===== src/rtl/rx_word_buffer.sv =====
`default_nettype none
// +----------------------------------------------------------------------------+
// | Module   : rx_word_buffer                                                  |
// | Purpose  : Receive-side FIFO with overflow accounting and sequence checker |
// | Revision : 1.0  initial release                                            |
// +----------------------------------------------------------------------------+
module rx_word_buffer #(
   parameter int WIDTH  = 32,
   parameter int DEPTH  = 4,
   parameter int ADDR_W = 2,
   parameter int STEP   = 2
) (
   input  logic              rclock,
   input  logic              reset,
   input  logic [WIDTH-1:0]  rxdata,
   input  logic              rxvalid,
   input  logic              clr,
   output logic [WIDTH-1:0]  rdata,
   output logic              rvalid,
   input  logic              rready,
   output logic [ADDR_W:0]   level,
   output logic              full,
   output logic              overflow,
   output logic [7:0]        drop_cnt,
   output logic              seq_err,
   output logic [7:0]        err_cnt
);

   localparam logic [ADDR_W:0]  c_depth = (ADDR_W+1)'(DEPTH);
   localparam logic [WIDTH-1:0] c_step  = WIDTH'(STEP);

   logic [WIDTH-1:0]  r_mem [DEPTH];
   logic [ADDR_W-1:0] r_wr_ptr;
   logic [ADDR_W-1:0] r_rd_ptr;
   logic [ADDR_W:0]   r_level;
   logic              r_full;
   logic              r_rxvalid_d;
   logic              r_overflow;
   logic [7:0]        r_drop_cnt;
   logic              r_seq_err;
   logic [7:0]        r_err_cnt;
   logic              r_base_valid;
   logic [WIDTH-1:0]  r_last;

   logic              w_capture;
   logic              w_pop;
   logic              w_write;
   logic              w_drop;
   logic              w_mismatch;
   logic [ADDR_W:0]   w_level_nxt;

   always_comb begin
      w_capture   = rxvalid & ~r_rxvalid_d;
      w_pop       = (r_level != '0) & rready;
      w_write     = w_capture & (~r_full | w_pop);
      w_drop      = w_capture & r_full & ~w_pop;
      // A capture coinciding with clr only seeds the baseline, never checks it
      w_mismatch  = w_capture & r_base_valid & ~clr & (rxdata != r_last + c_step);
      w_level_nxt = r_level;
      if (w_write && !w_pop)
         w_level_nxt = r_level + 1'b1;
      else if (w_pop && !w_write)
         w_level_nxt = r_level - 1'b1;
   end

   always_ff @(posedge rclock or negedge reset) begin
      if (!reset) begin
         for (int i = 0; i < DEPTH; i++)
            r_mem[i] <= '0;
         r_wr_ptr    <= '0;
         r_rd_ptr    <= '0;
         r_level     <= '0;
         r_full      <= 1'b0;
         r_rxvalid_d <= 1'b0;
      end else begin
         r_rxvalid_d <= rxvalid;
         if (w_write) begin
            r_mem[r_wr_ptr] <= rxdata;
            r_wr_ptr        <= r_wr_ptr + 1'b1;
         end
         if (w_pop)
            r_rd_ptr <= r_rd_ptr + 1'b1;
         r_level <= w_level_nxt;
         r_full  <= (w_level_nxt == c_depth);
      end
   end

   always_ff @(posedge rclock or negedge reset) begin
      if (!reset) begin
         r_overflow   <= 1'b0;
         r_drop_cnt   <= '0;
         r_seq_err    <= 1'b0;
         r_err_cnt    <= '0;
         r_base_valid <= 1'b0;
         r_last       <= '0;
      end else begin
         r_seq_err <= w_mismatch;
         if (clr) begin
            r_overflow <= 1'b0;
            r_drop_cnt <= '0;
            r_err_cnt  <= '0;
         end else begin
            if (w_drop) begin
               r_overflow <= 1'b1;
               if (r_drop_cnt != 8'hFF)
                  r_drop_cnt <= r_drop_cnt + 8'd1;
            end
            if (w_mismatch && r_err_cnt != 8'hFF)
               r_err_cnt <= r_err_cnt + 8'd1;
         end
         if (w_capture) begin
            r_last       <= rxdata;
            r_base_valid <= 1'b1;
         end else if (clr) begin
            r_base_valid <= 1'b0;
         end
      end
   end

   assign rdata    = r_mem[r_rd_ptr];
   assign rvalid   = (r_level != '0);
   assign level    = r_level;
   assign full     = r_full;
   assign overflow = r_overflow;
   assign drop_cnt = r_drop_cnt;
   assign seq_err  = r_seq_err;
   assign err_cnt  = r_err_cnt;

endmodule
`default_nettype wire

===== config.mk =====
export PLATFORM = sky130hd
export DESIGN_NAME = rx_word_buffer
export DESIGN_NICKNAME = d
export VERILOG_FILES = /design/src/rtl/rx_word_buffer.sv
export SDC_FILE = /design/constraint.sdc
export NUM_CORES = 1
export LEC_CHECK = 0
export CAP_MARGIN = 20
export CORE_MARGIN = 4
export CORE_UTILIZATION = 50
export CTS_BUF_LIST = sky130_fd_sc_hd__clkbuf_4 sky130_fd_sc_hd__clkbuf_8 sky130_fd_sc_hd__clkbuf_16
export DETAILED_ROUTE_END_ITERATION = 8
export HOLD_SLACK_MARGIN = 0.03
export PLACE_DENSITY = 0.71
export REMOVE_ABC_BUFFERS = 1
export SETUP_SLACK_MARGIN = 0.2
export SYNTH_ARGS = -nofsm -noshare
export SYNTH_HDL_FRONTEND = slang
export SYNTH_SLANG_ARGS = --single-unit

===== constraint.sdc =====
create_clock -name rclock -period 7 [get_ports rclock]
set_input_delay 2.1 -clock rclock [delete_from_list [all_inputs] [get_ports rclock]]
set_output_delay 2.1 -clock rclock [all_outputs]
set_load 0.005 [all_outputs]

* Yosys cells after proc, flatten, opt, wreduce, memory -nomap -nowiden
Cells that the tools add are included. W data, S select, Z words.
Operators by class: add/subtract/negate cells 7, magnitude comparators 3, eq/ne operators 4, muxes and demuxes 17, bitwise operators 15, reduce and logical (&&, ||, !) cells 12
Operator list (count):
- $bwmux W128 | 1
- $mux W32 | 3
- $bmux W32 S2 | 1
- $demux W32 S2 | 1
- $mux W8 | 5
- $add A32 B2 Y32 const B | 1
- $ne A32 B32 Y1 | 1
- $add A8 B1 Y8 const B | 2
- $ne A8 B8 Y1 const B | 2
- $and A1 B1 Y1 | 8
- $reduce_bool A2 Y1 | 4
- $ge A3 B3 Y1 const B | 2
- $mux W3 | 2
- $not A2 Y3 | 2
- $add A2 B1 Y2 const B | 2
- $logic_and A1 B1 Y1 | 4
- $mux W1 | 4
- $not A1 Y1 | 4
- $add A3 B1 Y3 const B | 1
- $eq A3 B3 Y1 const B | 1
- $lt A3 B1 Y1 const B | 1
- $reduce_bool A3 Y1 | 1
- $sub A3 B1 Y3 const B | 1
- $logic_not A1 Y1 | 2
- other kinds (2) | 2
Storage, ports and cells: flip-flop bits (word level) 188, bits of input ports 37, output and inout bits 55, word-level logic and storage cells 73

* Depth between registers and ports, before layout
Gate-level depths: netlist of the first run.
depth in word-level cells 9, depth in mapped cells 10, depth with buffers taken out 10

* Least setup slack after synthesis of the first run
OpenSTA, ideal clock, no wires.
path kind input to register, from in rxdata[24], to reg r_err_cnt[1] (netlist: err_cnt[1]), setup time 0.128 ns, data arrival time 3.923 ns, data required time 6.872 ns, path slack 2.949 ns, stages 9, buffers on the path 1, cell sequence clkbuf_1 xor2_1 a2111oi_0 o211a_1 a31oi_1 nor4_1 nand3_2 nand2_1 mux2_1
On the way: longest elaborated chain between the ends 4
Ends and longest elaborated chain:
- from (decl) | line 15 | input logic [WIDTH-1:0] rxdata,
- $ne A32 B32 Y1 | line 58 | w_mismatch = w_capture & r_base_valid & ~clr & (rxdata != r_last + c_step);
- $and A1 B1 Y1 | line 58
- $logic_and A1 B1 Y1 | line 108 | if (w_mismatch && r_err_cnt != 8'hFF)
- $reduce_bool A2 Y1 (no line)
- to (signal assigned) | line 109 | r_err_cnt <= r_err_cnt + 8'd1;
- to (decl) | line 41 | logic [7:0] r_err_cnt;
No other way between the ends. A chain may end at the register's enable or synchronous reset.

* Final worst setup path of the first run
from in rxdata[3], to reg r_err_cnt[1] (netlist: err_cnt[1])
Same word-level chain as after synthesis.

==> summary.md, run 1 <==
| Metric | Value |
|---|---|
| Period Utilization, post-route | `0.691` |
| Post-placement worst setup slack | `1710 ps` |
| Cell-by-cell trace of the critical path | `clkdlybuf4s50_1 -> nand4b_1 -> a2111oi_0 -> o211ai_1 -> a2111oi_0 -> and4_1 -> nand3_2 -> nand2_1 -> mux2_1` |
| Combined area of the multi-input logic cells | `4310 um2` |
| Footprint of the flip-flops and latches | `4710 um2` |
| Distinct cell type count after synthesis | `58` |
| Gates resized, CTS repair | `0` |
| Highest net fanout along the worst path | `8` |
| Clock latency at the later pin of the worst-skew pair | `430 ps` |
| Result of the run | `complete, no violations` |
| Switching portion of total power | `0.287` |
| Die span in y | `144 um` |
| Routability cong. | `0.892` |
| Clock transition at path regs | `70 ps` |
| Worst Setup Slack, final | `2170 ps` |
| Comb pwr share | `0.374` |
| Wire length per cell | `18.9 um` |
| Setup-failing EPs final | `0` |
| Remaining max-slew budget at the tightest pin | `0.434` |
| Buffers added on ports | `91` |
| Cts bufs inserted | `17` |
| Delay of the slowest critical-path stage | `570 ps` |
| Total power after layout | `4260 uW` |
| Hold-fix buffer count after cts | `0` |
| Core box area | `18100 um2` |
| Die ar. | `20700 um2` |
| Remaining Overflow, GRT | `0` |
| Post-Syn Area | `9230 um2` |
| Internal cell power | `3040 uW` |
| WP data required | `7310 ps` |
| Share of layout cells above drive strength 1 | `0.251` |
| Critical Path Most Common Cell | `sky130_fd_sc_hd__a2111oi_0` |
| DR pass1 iterations | `5` |
| Top flip-flop cell by instance count after synthesis | `sky130_fd_sc_hd__dfrtp_1` |
| Mean Syn Cell Area | `12.2 um2` |
| Number of antenna violations at the first check in global routing | `0` |
| Commonest non-fill, non-tap cell in the layout | `sky130_fd_sc_hd__dfrtp_1` |
| Top-level port count | `92` |
| Slowest stage cell on the critical path | `sky130_fd_sc_hd__a2111oi_0` |
| Post-synth EDFFs | `0` |
| RSZ-0062 raised after global routing | `no` |
| Vias per inst | `5.78` |
| Total count of max-transition violations in the final report | `0` |
| Total negative slack for setup checks | `0 ps` |
| Maximum clock insertion buffer count | `2` |
| Pin count of the biggest net entering global routing | `79` |
| # H-tree levels | `4` |
| Layout filler cell count | `1366` |
| Final standard cell count with taps included and fillers excluded | `1076` |
| Flops & latches, synth | `188` |
| Residual DRC | `0` |
| Count of endpoints failing hold in the final timing report | `0` |
| Initial standard-cell utilization of the core | `0.510` |
| Leakage | `0.00461 uW` |
| Cells after Synth | `755` |
| Share of flip-flops with an asynchronous set or reset | `1.00` |
| Power Density | `391 nW/um2` |
| Startpoint class of the critical path | `primary input` |
| Share of synthesized area occupied by flip-flops and latches | `0.510` |
| Syn-to-layout area delta | `18.2%` |
| Count of synthesis-stage warnings from yosys | `0` |
| Final net count | `882` |
| Placement row count | `49` |
| Critical Path AT | `5150 ps` |
| Worst vdd ir | `0.241 mV` |
| Floorplan die width | `144 um` |
| Worst hold path type | `flip-flop to flip-flop` |
| Wire length of the first global-routing pass | `33700 um` |
| Clock network fraction of design power | `0.213` |
| HPWL Detailed | `13600 um` |
| Residual antenna-violating net count after detailed routing | `0` |
| Worst clock skew | `8.05 ps` |
| Share of power burned in registers | `0.413` |
| Total Routing Usage GR | `0.206` |
| Slew at the pin closest to its max-slew limit | `850 ps` |
| Final Routed Wirelength | `20400 um` |
| Clk root buf | `sky130_fd_sc_hd__clkbuf_16` |
| Time the worst path needs with I/O delays and setup | `4830 ps` |
| Net switching component of the power | `1230 uW` |
| Commonest cells after routing, fill and taps aside | `sky130_fd_sc_hd__dfrtp_1, sky130_fd_sc_hd__mux2_2, sky130_fd_sc_hd__nand2_1` |
| TritonCTS Sinks | `188` |
| Ant diodes | `0` |
| Hold slack final | `485 ps` |
| Element type at the critical path end | `flip-flop` |
| Achievable frequency | `0.207 GHz` |
| First DRT Iteration DRCs | `409` |
| Type of the worst setup path | `primary input to flip-flop` |
| Clock tree from TritonCTS | `done` |
| Vias in the first global route | `6433` |
| Post-CTS repair timing setup buffer count | `0` |
| Count of maximum capacitance violations | `0` |
| Placed cell count | `1045` |
| Vias after detailed routing | `6220` |
area by class of cell:
type | instances | share of cell area
tap | 229 | 0.0263
clock buffer | 21 | 0.0423
sequential | 188 | 0.431
inverter | 16 | 0.00551
clock inverter | 10 | 0.00860
timing repair buffer | 101 | 0.0905
multi-input combinational | 511 | 0.395
final timing paths:
kind,start,to,slack (ps),cells after the start
setup / recovery,rxdata[3],err_cnt[1],2170,9
hold / removal,r_rd_ptr[0],r_rd_ptr[0],480,1
setup reg to reg,r_last[1],err_cnt[1],3730,9
hold reg to reg,r_rd_ptr[0],r_rd_ptr[0],480,1
max in group asynchronous,reset,r_mem[72],3980,2
min in group asynchronous,reset,r_mem[40],1690,1
power groups by stage:
stage	clock (uW)	sequential (uW)	combinational, uW
final	910	1760	1590
after CTS	936	1760	1620
after detailed placement	0	1770	1610
after global routing	977	1810	1730
after floorplan	0	1740	916
after global placement	0	1730	1560
cell usage after synthesis, drive strengths merged (2+ instances only):
cell type / number / area [um2]
ha: 10 / 125
dfrtp: 188 / 4700
a21oi: 8 / 40.0
a2111oi: 4 / 41.3
clkbuf: 23 / 86.3
mux4: 32 / 721
o211a: 2 / 20.0
o21ai: 16 / 80.1
a31oi: 8 / 50.1
mux2: 125 / 1410
and2: 4 / 25.0
a211oi: 3 / 22.5
mux2i: 2 / 20.0
a31o: 2 / 17.5
inv: 16 / 60.1
nor3: 9 / 45.0
nand4: 17 / 119
nor4: 7 / 58.8
and3: 7 / 43.8
o211ai: 5 / 37.5
nor2b: 5 / 31.3
or2: 2 / 12.5
nor3b: 2 / 15.0
and4: 8 / 70.1
buf: 17 / 68.8
nand2b: 5 / 31.3
o22ai: 2 / 12.5
nand2: 114 / 428
nand3: 18 / 100
a32o: 2 / 20.0
o21bai: 2 / 15.0
or3: 4 / 25.0
xnor2: 37 / 324
nor2: 18 / 70.1
xor2: 17 / 149
kinds of logic (layout without fill, tap and decap cells):
logic type               count (synthesis)  count (layout)  synth area share
AO/OA/AOI/OAI                           64              64            0.0494
XOR/XNOR                                54              54            0.0512
adder cells (fa/ha/maj)                 10              10            0.0136
buffers and inverters                   56             148            0.0233
flip-flops                             188             188             0.510
multiplexers                           159             159             0.233
AND/OR/NAND/NOR                        224             224             0.120
critical path: cells and delay by family:
family	cells	cell delay [ps]
compound gates	3	1260
simple gates	4	920
buf+inv	1	510
mux	1	350
routing by layer:
metal,up-vias,part of all wire,GRT usage
met2,135,0.50,0.347
met4,0,0.018,0.0619
met1,3189,0.44,0.274
li1,2865,-,-
met3,31,0.034,0.0369
met5,-,0,0
registers in the layout, indices dropped and copies added, names as in the netlist:
register	cells
drop_cnt	8
err_cnt	8
full	1
level	3
overflow	1
r_base_valid	1
r_last	32
r_mem	128
r_rd_ptr	2
r_rxvalid_d	1
r_wr_ptr	2
seq_err	1
metrics by stage:
stage                util  instance area (um2)
floorplan               -                 9070
global placement    0.572                10400
detailed placement  0.572                10400
CTS                 0.603                10900
global route        0.603                10900
finish              0.603                10900
Note: power is estimated with default switching activity, not from simulation.
==> inputs of run 2 (changes only) <==
- PLACE_DENSITY: 0.71 -> 0.74
- clock period: 7 -> 3.9 ns (I/O delays scaled with it)
==> run 2 against run 1 <==
- cell area grew 1.7%
- die area did not move
- hold slack got worse by 6.0 ps
- sequential share of layout area shrank 0.73 points
- non-clock buffer count grew 18
- first-iteration DRC count shrank 9.3%
- sequential power increased by 78%
- count of clock-buffer cells in the layout fell by 3
- via count is 0.71% higher
- sequential cell count unchanged
- register-to-register slack got worse by 2800 ps
- largest power group unchanged
- highest routed layer unchanged
==> summary.md, run 2 (synthesis results as in run 1) <==
| Metric | Value |
|---|---|
| Floorplan die width | `144 um (unchanged)` |
| Clock tree from TritonCTS | `done` |
| Maximum clock insertion buffer count | `2 (unchanged)` |
| Number of flip-flops in the largest register | `128 (unchanged)` |
| Highest net fanout along the worst path | `6 (-2)` |
| Worst vdd ir | `0.381 mV (+58%)` |
| Die span in y | `144 um (unchanged)` |
| Remaining max-slew budget at the tightest pin | `0.598 (+0.164)` |
| Endpoint of the worst-slack reg-to-reg timing path | `err_cnt[1]` |
| HPWL Detailed | `14100 um (+3.5%)` |
| Total Routing Usage GR | `0.212 (+0.00574)` |
| Remaining Overflow, GRT | `0 (unchanged)` |
| TritonCTS Sinks | `188 (unchanged)` |
| Number of antenna violations at the first check in global routing | `0 (unchanged)` |
| Residual antenna-violating net count after detailed routing | `0 (unchanged)` |
| Startpoint class of the critical path | `primary input` |
| Pin count of the biggest net entering global routing | `63 (-20%)` |
| Core box area | `18100 um2 (unchanged)` |
| Vias per inst | `5.72 (-1.0%)` |
| Cell depth of the worst flop-to-flop path | `9 (unchanged)` |
| Reg-to-Reg Start | `r_last[1]` |
| Vias in the first global route | `6626 (+3.0%)` |
| Worst Setup EP | `err_cnt[1]` |
| Count of maximum capacitance violations | `0 (unchanged)` |
| Worst Setup Slack, final | `449 ps (-1720 ps)` |
| Ant diodes | `0 (unchanged)` |
| Element type at the critical path end | `flip-flop` |
| First DRT Iteration DRCs | `371 (-9.3%)` |
| Count of endpoints failing hold in the final timing report | `0 (unchanged)` |
| Setup-failing EPs final | `0 (unchanged)` |
| Clk root buf | `sky130_fd_sc_hd__clkbuf_16` |
| DR pass1 iterations | `4 (-1)` |
| Layout filler cell count | `1384 (+1.3%)` |
| Period Utilization, post-route | `0.885` |
| Combined area of the multi-input logic cells | `4320 um2 (+0.17%)` |
| Time the worst path needs with I/O delays and setup | `3450 ps` |
| Hold path depth | `2 (+1)` |
| Residual DRC | `0 (unchanged)` |
| Final net count | `900 (+2.0%)` |
| Worst setup path start | `rxdata[0]` |
| # H-tree levels | `4 (unchanged)` |
| Post-placement worst setup slack | `-180 ps (-1890 ps)` |
| Top flop regs | `r_mem (128), r_last (32)` |
| Util after Layout | `0.613 (+0.0104)` |
| Leakage | `0.00472 uW (+2.3%)` |
| WP data required | `4210 ps (-3100 ps)` |
| Hold-fix buffer count after cts | `0 (unchanged)` |
| Type of the worst setup path | `primary input to flip-flop` |
| Clock latency at the later pin of the worst-skew pair | `430 ps (about the same)` |
| Final Routed Wirelength | `20700 um (+1.3%)` |
| Footprint of the flip-flops and latches | `4710 um2 (unchanged)` |
| Worst clock skew | `6.70 ps (-1.35 ps)` |
| Wire length per cell | `18.9 um (-0.41%)` |
| Initial standard-cell utilization of the core | `0.510 (unchanged)` |
| Hold slack final | `479 ps (-6.02 ps)` |
| Die ar. | `20700 um2 (unchanged)` |
| Register-to-register setup slack | `900 ps (-2830 ps)` |
| Vias after detailed routing | `6264 (+0.71%)` |
| Clock transition at path regs | `70 ps (about the same)` |
| Critical Path AT | `3760 ps (-1390 ps)` |
| Placement row count | `49 (unchanged)` |
| Cts bufs inserted | `17 (unchanged)` |
| Achievable frequency | `0.290 GHz` |
| Largest register by flop count | `r_mem` |
| Commonest non-fill, non-tap cell in the layout | `sky130_fd_sc_hd__dfrtp_1` |
| Result of the run | `complete, no violations` |
| Commonest cells after routing, fill and taps aside | `sky130_fd_sc_hd__dfrtp_1, sky130_fd_sc_hd__mux2_2, sky130_fd_sc_hd__nand2_1` |
| Power Density | `702 nW/um2 (+80%)` |
| RSZ-0062 raised after global routing | `no` |
| Top-level port count | `92 (unchanged)` |
| Share of layout cells above drive strength 1 | `0.269 (+0.0176)` |
| Buffers added on ports | `91 (unchanged)` |
| Wire length of the first global-routing pass | `34500 um (+2.4%)` |
| Total negative slack for setup checks | `0 ps (unchanged)` |
| Slew at the pin closest to its max-slew limit | `604 ps (-246 ps)` |
| Routability cong. | `0.832 (-6.7%)` |
| Worst hold path type | `flip-flop to flip-flop` |
| Total count of max-transition violations in the final report | `0 (unchanged)` |
| Syn-to-layout area delta | `20.2%` |
| Total power after layout | `7790 uW (+83%)` |
-- run 2: how the worst min path moves through the flow --
stage | startpoint | endpoint | slack (ps)
CTS | r_mem[42] | r_mem[42] | 480
global route | r_mem[42] | r_mem[42] | 510
finish | r_mem[42] | r_mem[42] | 480
detailed placement | r_mem[42] | r_mem[42] | 470
floorplan | r_mem[42] | r_mem[42] | 440
global placement | r_mem[10] | r_mem[10] | 460
-- run 2: where the power goes --
| group | switching (uW) | total [uW] | internal (uW) | leakage [uW] |
|---|---|---|---|---|
| Combinational | 1060 | 2930 | 1860 | 0.00213 |
| Clock | 797 | 1720 | 924 | 0.000284 |
| Sequential | 438 | 3140 | 2700 | 0.00231 |
| Total | 2300 | 7790 | 5490 | 0.00472 |
-- run 2: worst max-delay path, stage by stage --
cell and delay, ps:
sky130_fd_sc_hd__clkdlybuf4s50_1 510, sky130_fd_sc_hd__xor2_1 210, sky130_fd_sc_hd__a2111oi_1 380, sky130_fd_sc_hd__o211ai_1 160, sky130_fd_sc_hd__a2111oi_2 390, sky130_fd_sc_hd__buf_4 170, sky130_fd_sc_hd__and4_1 250, sky130_fd_sc_hd__nand3_2 100
sky130_fd_sc_hd__nand2_1 120, sky130_fd_sc_hd__mux2_1 310
-- run 2: per-layer routing --
metal	wire length [um]	global-route usage	up-vias	share of wire
met1	9250	0.284	3205	0.45
met4	440	0.0733	0	0.021
met2	10500	0.354	111	0.51
met3	508	0.0313	31	0.025
met5	0	0	-	0
li1	-	-	2917	-
-- run 2: cell type report --
| type | instances | share of cell area |
|---|---|---|
| clock inverters | 14 | 0.0134 |
| repair buffers | 119 | 0.102 |
| flip-flops and latches | 188 | 0.424 |
| inverters | 16 | 0.00541 |
| well taps | 229 | 0.0258 |
| clock buffers | 18 | 0.0396 |
| multi-input cells | 511 | 0.389 |
-- run 2: timing repair --
| item | in CTS | in global routing |
|---|---|---|
| resized for setup | 0 | 3 |
| setup endpoints to repair | 0 | 8 |
| setup buffers | 0 | 0 |
-- run 2: per-stage QoR --
stage,instance area [um2],cells
after floorplan,9070,715
after global placement,10500,1063
after detailed placement,10500,1063
after CTS,11100,1095
after global routing,11100,1095
final,11100,1095
==> edit 1 (flow settings as in run 1) <==
Change the parameter `WIDTH` from 32 to 16.
--- a/src/rtl/rx_word_buffer.sv
+++ b/src/rtl/rx_word_buffer.sv
@@ -5,7 +5,7 @@
 // | Revision : 1.0  initial release                                            |
 // +----------------------------------------------------------------------------+
 module rx_word_buffer #(
-   parameter int WIDTH  = 32,
+   parameter int WIDTH  = 16,
    parameter int DEPTH  = 4,
    parameter int ADDR_W = 2,
    parameter int STEP   = 2
Interface: changed (resized rdata and rxdata); port bits go from 92 to 60. The function was not compared with the original's and may differ.
==> edit 1 against run 1 <==
Worst setup slack improved by 0.23 ns; core utilization rose by 0.19 points; cell area is 42% lower; routed wire length decreased by 47%; synthesized area is 42% lower; die area is 40% lower; via count decreased by 42%; synthesized cell count shrank 40%; total power fell by 47%; sequential share of layout area fell by 0.066 points; sequential cell count down 80; largest cell class unchanged.
==> edit 1: results (changes against run 1) <==
Synth area leaders dfrtp_1, mux2_2, mux4_2, nand2_1, xnor2_1 (unchanged); arrival time worst endpoint 4.86 ns (was 5.15 ns); status finished, final reports clean (unchanged); GRT Overall Usage 0.187 (was 0.206); number of global-route vias before repair 3739 (was 6433); synth cell count leaders dfrtp_1, nand2_1, mux2_2 (was dfrtp_1, mux2_2, nand2_1); largest net degree at the start of global routing 58 (was 79); fillers 861 (was 1366); PortBufs 59 (was 91); Initial DRC Count 170 (was 409); Post-Place Setup Slack 1.99 ns (was 1.71 ns); top flop regs r_mem x64, r_last x16 (was r_mem x128, r_last x32); fin nets 535 (was 882); Routed Wire Length 10900 µm (was 20400 µm); Worst VDD drop 0.000181 V (was 0.000241 V); count of different cell masters after synthesis 56 (was 58); Clk Latency, worst-skew pair 0.38 ns (was 0.43 ns); Placer Congestion 0.781 (was 0.892); relative slew slack 0.368 (was 0.434); Num CTS Buffers 9 (was 17); DP HPWL 7370 µm (was 13600 µm); H-tree levels 3 (was 4); skew final 0.0109 ns (was 0.00805 ns); Placed Area 6050 µm² (was 10400 µm²); first-pass GRT wire length 18800 µm (was 33700 µm); DR vias 3624 (was 6220); worst-path maximum fanout 23 (was 8); r2r setup slk 4.17 ns (was 3.73 ns); sequential area share after synthesis 0.504 (was 0.510); Pre-antenna DRT Iters 4 (was 5); layout cells sized above 1 0.204 (was 0.251); Reg clk slew, reported paths 0.10 ns (was 0.07 ns); Pleak 2.68 nW (was 4.61 nW); Root Driver clkbuf_8 (was clkbuf_16); worst hold path class flop to flop (unchanged)
-- edit 1: cell families after synthesis --
group,after synthesis,synth area share
AO/OA/AOI/OAI,45,0.0586
XOR/XNOR,30,0.0516
adder cells (fa/ha/maj),10,0.0233
buffers and inverters,29,0.0233
flip-flops,108,0.504
multiplexers,77,0.196
AND/OR/NAND/NOR,153,0.144
-- edit 1: path summary, 6_finish.rpt --
path,start,to,depth (start not counted)
setup / recovery,rxvalid,r_mem[4]$_DFFE_PN0P_,5
hold / removal,r_base_valid$_DFFE_PN0P_,r_base_valid$_DFFE_PN0P_,1
setup reg to reg,r_rxvalid_d$_DFF_PN0_,r_mem[4]$_DFFE_PN0P_,4
hold reg to reg,r_base_valid$_DFFE_PN0P_,r_base_valid$_DFFE_PN0P_,1
max in group asynchronous,reset,r_mem[48]$_DFFE_PN0P_,2
min in group asynchronous,reset,r_mem[56]$_DFFE_PN0P_,1
-- edit 1: power by group --
part / switching [mW] / total [mW] / internal [mW]
Clock: 0.204 / 0.423 / 0.219
Sequential: 0.151 / 0.993 / 0.842
Combinational: 0.292 / 0.829 / 0.538
-- edit 1: cell type report --
class                           instances  area, µm²  area share
Clock buffer                           12        153      0.0243
Tap cell                              136        170      0.0271
Timing Repair Buffer                   62        611      0.0973
Multi-Input combinational cell        315       2530       0.404
Clock inverter                          4       72.6      0.0116
Sequential cell                       108       2700       0.431
Inverter                                8       30.0     0.00479
-- edit 1: metal layers --
layer | part of all wire | GRT usage
met5 | 0 | 0
met4 | 0.017 | 0.0689
met3 | 0.041 | 0.0272
met2 | 0.50 | 0.316
met1 | 0.45 | 0.248
-- edit 1: per-stage QoR --
stage / hold WS (ns) / cells / total power [mW]
2_1_floorplan: 0.445 / 431 / 1.47
3_3_place_gp: 0.456 / 629 / 1.81
3_5_place_dp: 0.465 / 629 / 1.85
4_1_cts: 0.489 / 645 / 2.27
5_1_grt: 0.506 / 645 / 2.39
6_report: 0.488 / 645 / 2.24
-- edit 1: critical path: stages --
cell,delay [ns]
clkdlybuf4s50_1,0.49
nand2b_1,0.47
a21oi_1,0.61
nand2_1,0.67
mux2_2,0.51
==> edit 2 (flow settings as in run 1) <==
Without the edit above. Remove the register `r_seq_err`: a continuous assignment takes its place, so the output `seq_err` follows one clock earlier.
--- a/src/rtl/rx_word_buffer.sv
+++ b/src/rtl/rx_word_buffer.sv
@@ -89,12 +89,10 @@
       if (!reset) begin
          r_overflow   <= 1'b0;
          r_drop_cnt   <= '0;
-         r_seq_err    <= 1'b0;
          r_err_cnt    <= '0;
          r_base_valid <= 1'b0;
          r_last       <= '0;
       end else begin
-         r_seq_err <= w_mismatch;
          if (clr) begin
             r_overflow <= 1'b0;
             r_drop_cnt <= '0;
@@ -117,6 +115,8 @@
       end
    end
 
+   assign r_seq_err = w_mismatch;
+
    assign rdata    = r_mem[r_rd_ptr];
    assign rvalid   = (r_level != '0);
    assign level    = r_level;
Behaviour: not the same (a bounded check fails within 4 cycles, from zero or initial values and one cycle with reset low).
==> edit 2 against run 1 <==
Total power is 2.3% higher; count of clock-buffer cells in the layout is 2 lower; core utilization is 1.2 points higher; first-iteration DRC count is 16% lower; routed wire length is 3.1% higher; cell area is 1.6% higher; global-route usage is 0.56 points higher; sequential cell count is 1 lower; hold slack worse by 0.0068 ns; worst setup slack worse by 1.7 ns; synthesized area is 0.27% lower; non-clock buffer count is 15 higher.
==> edit 2: results (changes against run 1) <==
status finished, final reports clean (unchanged); PortBufs 91 (unchanged); CP max stage delay 0.43 ns (was 0.57 ns); Initial DRC Count 345 (was 409); Net Sw Power 1.25 mW (was 1.23 mW); non-clock buffer count 116 (was 101); Root Driver clkbuf_16 (unchanged); worst-path maximum fanout 2 (was 8); largest net degree at the start of global routing 72 (was 79); number of global-route vias before repair 6742 (was 6433); sequential area share after synthesis 0.508 (was 0.510); Post-CTS Setup Inserts 0 (unchanged); final hold slack 0.478 ns (was 0.485 ns); # DRC 0 (unchanged); fillers 1404 (was 1366); Yosys warning count 0 (unchanged); Final Setup Violations 0 (unchanged); Placer Congestion 0.821 (was 0.892); top flop regs r_mem x128, r_last x32 (unchanged); seq pwr 1.76 mW (about the same); Synth area leaders dfrtp_1, mux2_2, mux4_2, nand2_1, xnor2_1 (unchanged); skew final 0.0103 ns (was 0.00805 ns); inverter count 16 (unchanged); diode count 0 (unchanged); fin nets 896 (was 882); buffer share of cell area 0.0994 (was 0.0905); Post-Place Setup Slack -0.215 ns (was 1.71 ns); Pleak 4.73 nW (was 4.61 nW); layout cells sized above 1 0.271 (was 0.251); Num CTS Buffers 17 (unchanged); Async SR Flop Fraction 1.00 (unchanged); critical path's slowest cell clkdlybuf4s50_1 (was a2111oi_0); relative slew slack 0.351 (was 0.434); r2r setup slk 3.84 ns (was 3.73 ns); Clk Latency, worst-skew pair about 0.42 ns; arrival time worst endpoint 4.42 ns (was 5.15 ns); PostCTS Resize Cnt 6 (was 0); clock network power 1.00 mW (was 910 µW); Final min period 6.52 ns (was 4.83 ns); synth cell count leaders dfrtp_1, mux2_2, nand2_1 (unchanged); multi-input logic portion of the cell area 0.391 (was 0.395); first-pass GRT wire length 34400 µm (was 33700 µm); Reg clk slew, reported paths about 0.060 ns; count of different cell masters after synthesis 58 (unchanged); GRT Overall Usage 0.212 (was 0.206); Max clock buf depth 2 (unchanged); antenna violations before repair 0 (unchanged); final-layout clock buffer total 19 (was 21); H-tree levels 4 (unchanged); fraction of area in registers 0.422 (was 0.431); Final clock-cell share 0.0558 (was 0.0509); Multi-input comb cells 511 (unchanged); TNS Setup 0 ns (unchanged); vias per cell 5.78 (about the same); sequential share of power 0.403 (was 0.413); Worst VDD drop 0.000225 V (was 0.000241 V); Routed Wire Length 21000 µm (was 20400 µm); Clock Sinks 187 (was 188); DP HPWL 14400 µm (was 13600 µm)
-- edit 2: cell types whose count changed in the layout (fill, tap and decap cells not counted), moves of 2 or more --
cell / run 1 / this run
a2111oi_0: 3 / 1
a2111oi_2: 1 / 3
inv_6: 1 / 3
clkbuf_4: 3 / 0
clkinvlp_4: 3 / 1
bufinv_16: 1 / 3
buf_4: 10 / 25
-- edit 2: per-layer routing --
layer  wire length (µm)  part of all wire  global-route usage
met5                  0                 0                   0
met4                266             0.013              0.0560
met3                807             0.038              0.0343
met2              10600              0.51               0.361
met1               9300              0.44               0.284
-- edit 2: cells by family (layout without fill, tap and decap cells) --
logic type	after synthesis	count (layout)	synth area share
and+or+nand+nor	224	224	0.120
muxes	159	159	0.233
buffers and inverters	56	164	0.0234
adders and majority gates	10	10	0.0136
xor gates and xnor gates	54	54	0.0514
DFF	187	187	0.508
AOI/OAI and AO/OA	64	64	0.0495
-- edit 2: per-stage QoR --
step / cell area [µm²] / instances
final: 11100 / 1091
after global placement: 10400 / 1059
after detailed placement: 10400 / 1059
after CTS: 11100 / 1091
after floorplan: 9050 / 714
after global routing: 11100 / 1091
-- edit 2: path summary, 6_finish.rpt --
kind                                       start                 endpoint  depth (start not counted)
min in group asynchronous                  reset     overflow$_DFFE_PN0P_                          1
min reg2reg                r_mem[10]$_DFFE_PN0P_    r_mem[10]$_DFFE_PN0P_                          2
max in group asynchronous                  reset  r_rd_ptr[0]$_DFFE_PN0P_                          2
max                                    rxdata[5]                  seq_err                         10
max reg2reg                r_last[1]$_DFFE_PN0P_   err_cnt[1]$_DFFE_PN0P_                          9
min                        r_mem[10]$_DFFE_PN0P_    r_mem[10]$_DFFE_PN0P_                          2
